### config.mk
export PLATFORM = sky130hd
export DESIGN_NAME = iir_out_fifo
export DESIGN_NICKNAME = d
export VERILOG_FILES = /design/src/rtl/iir_out_fifo.sv
export SDC_FILE = /design/constraint.sdc
export NUM_CORES = 1
export LEC_CHECK = 0
export CORE_ASPECT_RATIO = 0.7
export CORE_MARGIN = 8
export CORE_UTILIZATION = 45
export CTS_CLUSTER_SIZE = 20
export DETAILED_ROUTE_END_ITERATION = 10
export GPL_TIMING_DRIVEN = 1
export PLACE_DENSITY = 0.69
export SKIP_LAST_GASP = 1
export SYNTH_ARGS = -nofsm -noshare
export SYNTH_HDL_FRONTEND = slang
export SYNTH_SLANG_ARGS = --single-unit
### constraint.sdc
create_clock -name clk -period 6 [get_ports clk]
set_input_delay 0.9 -clock clk [delete_from_list [all_inputs] [get_ports clk]]
set_output_delay 0.9 -clock clk [all_outputs]
set_load 0.02 [all_outputs]
### src/rtl/iir_out_fifo.sv
// iir_out_fifo: output buffer downstream of the IIR filter.
// Holds filter samples in a small show-ahead FIFO and drains them to the
// consumer with a valid/ready handshake. Samples that arrive while the FIFO is
// full and nothing is popped are dropped and flagged on the sticky ovf bit.
// Optional build macro IIR_OUT_FIFO_OVF_CNT_EN adds an 8-bit saturating count
// of dropped samples on ovf_cnt; without it ovf_cnt is tied to 0.
module iir_out_fifo #(
  parameter int unsigned WIDTH = 11,
  parameter int unsigned DEPTH = 8
) (
  input  logic                       clk,
  input  logic                       rst,
  input  logic [WIDTH-1:0]           din,
  input  logic                       vin,
  input  logic                       rdy,
  output logic [WIDTH-1:0]           dout,
  output logic                       vout,
  output logic                       full,
  output logic [$clog2(DEPTH):0]     level,
  output logic                       ovf,
  output logic [7:0]                 ovf_cnt,
  input  logic                       clr_ovf
);

  localparam int unsigned PW = (DEPTH > 1) ? $clog2(DEPTH) : 1;
  localparam int unsigned LW = $clog2(DEPTH) + 1;
  localparam logic [LW-1:0] DEPTH_L = LW'(DEPTH);

  logic [WIDTH-1:0] mem [DEPTH];
  logic [PW-1:0]    wp;
  logic [PW-1:0]    rp;
  logic [LW-1:0]    level_q;
  logic [LW-1:0]    level_nxt;
  logic             full_q;
  logic             ovf_q;
  logic             not_empty;
  logic             push;
  logic             pop;
  logic             drop;

  // Handshake decode: a pop frees a slot for a same-cycle push even when full.
  always_comb begin
    not_empty = (level_q != '0);
    pop       = not_empty && rdy;
    push      = vin && (!full_q || pop);
    drop      = vin && full_q && !pop;
  end

  // Next occupancy: net change of the push/pop pair.
  always_comb begin
    level_nxt = level_q;
    unique case ({push, pop})
      2'b10:   level_nxt = level_q + LW'(1);
      2'b01:   level_nxt = level_q - LW'(1);
      default: level_nxt = level_q;
    endcase
  end

  // Storage array; contents need no reset since reads are masked when empty.
  always_ff @(posedge clk) begin
    if (push) begin
      mem[wp] <= din;
    end
  end

  // Pointers, occupancy and full flag; DEPTH is a power of two so pointers wrap naturally.
  always_ff @(posedge clk or posedge rst) begin
    if (rst) begin
      wp      <= '0;
      rp      <= '0;
      level_q <= '0;
      full_q  <= 1'b0;
    end else begin
      if (push) begin
        wp <= wp + PW'(1);
      end
      if (pop) begin
        rp <= rp + PW'(1);
      end
      level_q <= level_nxt;
      full_q  <= (level_nxt == DEPTH_L);
    end
  end

  // Sticky overflow flag; a drop in the same cycle as a clear keeps the flag set.
  always_ff @(posedge clk or posedge rst) begin
    if (rst) begin
      ovf_q <= 1'b0;
    end else if (drop) begin
      ovf_q <= 1'b1;
    end else if (clr_ovf) begin
      ovf_q <= 1'b0;
    end
  end

`ifdef IIR_OUT_FIFO_OVF_CNT_EN
  logic [7:0] cnt_q;

  // Saturating drop counter; a drop during a clear restarts the count at 1.
  always_ff @(posedge clk or posedge rst) begin
    if (rst) begin
      cnt_q <= '0;
    end else if (drop) begin
      if (clr_ovf) begin
        cnt_q <= 8'd1;
      end else if (cnt_q != '1) begin
        cnt_q <= cnt_q + 8'd1;
      end
    end else if (clr_ovf) begin
      cnt_q <= '0;
    end
  end

  assign ovf_cnt = cnt_q;
`else
  assign ovf_cnt = '0;
`endif

  // Show-ahead head of FIFO, gated to zero when empty.
  always_comb begin
    vout  = not_empty;
    dout  = not_empty ? mem[rp] : '0;
    full  = full_q;
    level = level_q;
    ovf   = ovf_q;
  end

endmodule

==> metrics.md <==
| Metric | Value |
|---|---|
| Grt total ovfl | 0 |
| Max Fclk | 271 MHz |
| Number of antenna-violating nets in the routed design | 0 |
| Worst voltage drop across the vdd grid | 271 uV |
| Fillers | 721 |
| Routability-driven placement congestion ratio | 0.732 |
| DRC violations left | 0 |
| Switching share of power | 32.5% |
| Final clock skew | 0.00390 ns |
| Die extent in y | 96.1 um |
| Pin count of the biggest net entering global routing | 25 |
| Cell Rows | 29 |
| Outcome | complete, no violations |
| Internal power consumption | 1.66 mW |
| Cell with the largest stage delay on the worst path | dfrtp_1 |
| Antenna diode count | 0 |
| Commonest cells after routing, fill and taps aside | 88 x edfxtp_1, 33 x clkdlybuf4s50_1, 22 x mux4_2 |
| Multi-input gate area | 1110 um2 |
| Via-per-instance ratio | 5.18 |
| Share of total power in sequential cells | 42.8% |
| Register Area | 2940 um2 |
| Full die area | 12,500 um2 |
| Tcrit/Tclk final | 61.5% |
| GRT Total Usage | 13.3% |
| Count of maximum capacitance violations | 0 |
| Hold crit path type | register to register |
| Transition time at the pin with the least slew margin | 1.19 ns |
| Clock insertion delay at the later pin of the skew report | 0.33 ns |
| Final hold viol count | 0 |
| Detailed-route wire length | 7730 um |
| Cell Chain, Critical Path | buf_4 > mux4_2 > mux2i_1 > nor2_1 > clkdlybuf4s50_1 |
| Data arrival at the endpoint of the critical path | 2.79 ns |
| Number of synthesized flops with an enable pin | 88 |
| Number of buffers created by CTS | 9 |
| Final max-slew violation count | 0 |
| Port Buf Inserts | 33 |
| Path type of the worst setup path | register to primary output |
| Area growth syn-to-layout | 18.6% |
| Final HPWL from detailed placement | 5050 um |
| Maximum fanout encountered on the critical timing path | 15 |
| Pre-CTS WS | 2.60 ns |
| CP peak stage delay | 0.71 ns |
| Switching pwr | 0.800 mW |
| Static leakage | 1.68 nW |
| Maximum clock insertion buffer count | 2 |
| Area after DPL | 4610 um2 |
| Drt pass-1 iters | 4 |
| Number of global-route vias before repair | 2,098 |
| Most common cell after layout, fill and taps aside | edfxtp_1 |
| Min setup slack post-route | 2.31 ns |
| Number of clock sinks | 100 |
| Sequential area share after synthesis | 71.3% |
| Chip width | 130 um |
| H-tree levels | 3 |
| Global-route wire length before repair | 11,800 um |
| Count of unique library cells instantiated by Yosys | 36 |
| Routed length per instance | 19.9 um |
| Resized cells post-CTS | 0 |
| Nets@finish | 280 |
| Vias after detailed routing | 2,011 |
| Post-Syn Area per Cell | 18.9 um2 |
| Most used DFF post-synth | edfxtp_1 |
| Total standard cell area after synthesis | 4130 um2 |
| # IOs | 42 |
| CTS root buf | clkbuf_16 |
| Part of the total power dissipated in combinational logic | 35.4% |
| Crit path capture type | primary output |
| Part of the total power dissipated in the clock network | 21.8% |
| Category of the worst setup path launch point | register |
| TritonCTS clock tree | done |
| Dpl cells | 372 |
| Seq cells post-synth | 100 |
| Final worst path period need | 3.69 ns |
| Number of antenna violations at the first check in global routing | 0 |
| Worst Path Required | 5.10 ns |
| Initial DRC count | 166 |
| Area of all placed cells without fillers | 4890 um2 |
| Cell count after synthesis | 218 |
| Share of layout cells above drive strength 1 | 19.3% |
| Initial standard-cell utilization of the core | 45.9% |
| Share of async-settable or async-resettable flops after synthesis | 12.0% |
| Final non-filler cell total | 388 |
| Area of the core region | 9000 um2 |
| Final Setup Violations | 0 |
| Buffer count from post-CTS setup fixing | 0 |
| Yosys warning total | 0 |
| Setup repair after global routing missed its margin | false |
| Worst-path clk slew | 0.06 ns |
| Setup TNS Final | 0 ns |
| Hold_buf cts | 0 |
| Core occupancy in the finished layout | 54.4% |
| Headroom to the max-slew limit | 20.5% |
| Pwr/cell area | 503 nW/um2 |
## cell families (layout without fill, tap and decap cells)
family,count (synthesis),in the layout,synth area share (%)
DFF,100,100,71.3
and+or+nand+nor,38,38,4.88
muxes,37,37,15.7
buffers and inverters,22,61,2.94
xor gates and xnor gates,8,8,1.70
AOI/OAI and AO/OA,7,7,1.85
adders and majority gates,5,5,1.52
other,1,8,0.0908
## final timing paths
kind / end / slack [ns] / start / cells after the start
worst min-delay path: wp[2] / 0.49 / wp[2] / 1
worst max register to register: full / 3.10 / level[1] / 8
min in group asynchronous: wp[0] / 0.88 / rst / 2
worst min register to register: wp[2] / 0.49 / wp[2] / 1
worst max-delay path: dout[10] / 2.31 / rp[0] / 5
max in group asynchronous: full / 4.80 / rst / 2
## routing by layer
layer | GRT usage, % | part of all wire [%]
met5 | 0 | 0
met4 | 4.09 | 1.0
met3 | 4.15 | 4.3
met2 | 19.9 | 46
met1 | 18.3 | 48
## state kept, by name (all words and copies together), names as in the netlist
register	count
ovf	1
rp	3
full	1
level	4
mem	88
wp	3
## power groups by stage
stage	Sequential (mW)	Combinational (mW)	Clock, mW
2_1_floorplan	0.986	0.616	0
3_3_place_gp	1.07	0.879	0
3_5_place_dp	1.07	0.889	0
4_1_cts	1.06	0.892	0.552
5_1_grt	1.08	0.941	0.573
6_report	1.05	0.872	0.538
## cell usage after synthesis, types with 2 or more instances
master	count	area (um2)
buf_2	3	15.0
buf_4	9	67.6
clkbuf_1	4	15.0
dfrtp_1	12	300
edfxtp_1	88	2640
ha_1	5	62.6
inv_1	4	15.0
mux2_2	2	22.5
mux2i_1	12	120
mux4_2	22	495
nand2_1	5	18.8
nand3_1	3	15.0
nand3b_1	2	15.0
nor2_1	17	63.8
nor3_1	2	10.0
nor4b_1	2	17.5
xnor2_1	6	52.6
xor2_1	2	17.5
## through the flow
step | total power, mW | hold WS [ns]
2_1_floorplan | 1.60 | 0.458
3_3_place_gp | 1.94 | 0.480
3_5_place_dp | 1.96 | 0.485
4_1_cts | 2.50 | 0.496
5_1_grt | 2.59 | 0.513
6_report | 2.46 | 0.494
## layout make-up
class	instances	area share [%]
Multi-Input combinational cell	103	22.6
Inverter	4	0.307
Tap cell	124	3.17
Sequential cell	100	60.1
Clock buffer	15	5.67
Timing Repair Buffer	41	7.98
Clock inverter	1	0.102
## worst max-delay path, delay by kind of cell (launching register included)
| family | cells | cell delay, ns |
|---|---|---|
| buffers and inverters | 2 | 0.97 |
| and+or+nand+nor | 1 | 0.07 |
| DFF | 1 | 0.71 |
| muxes | 2 | 0.70 |
No activity file was read; power rests on OpenSTA's default activity.
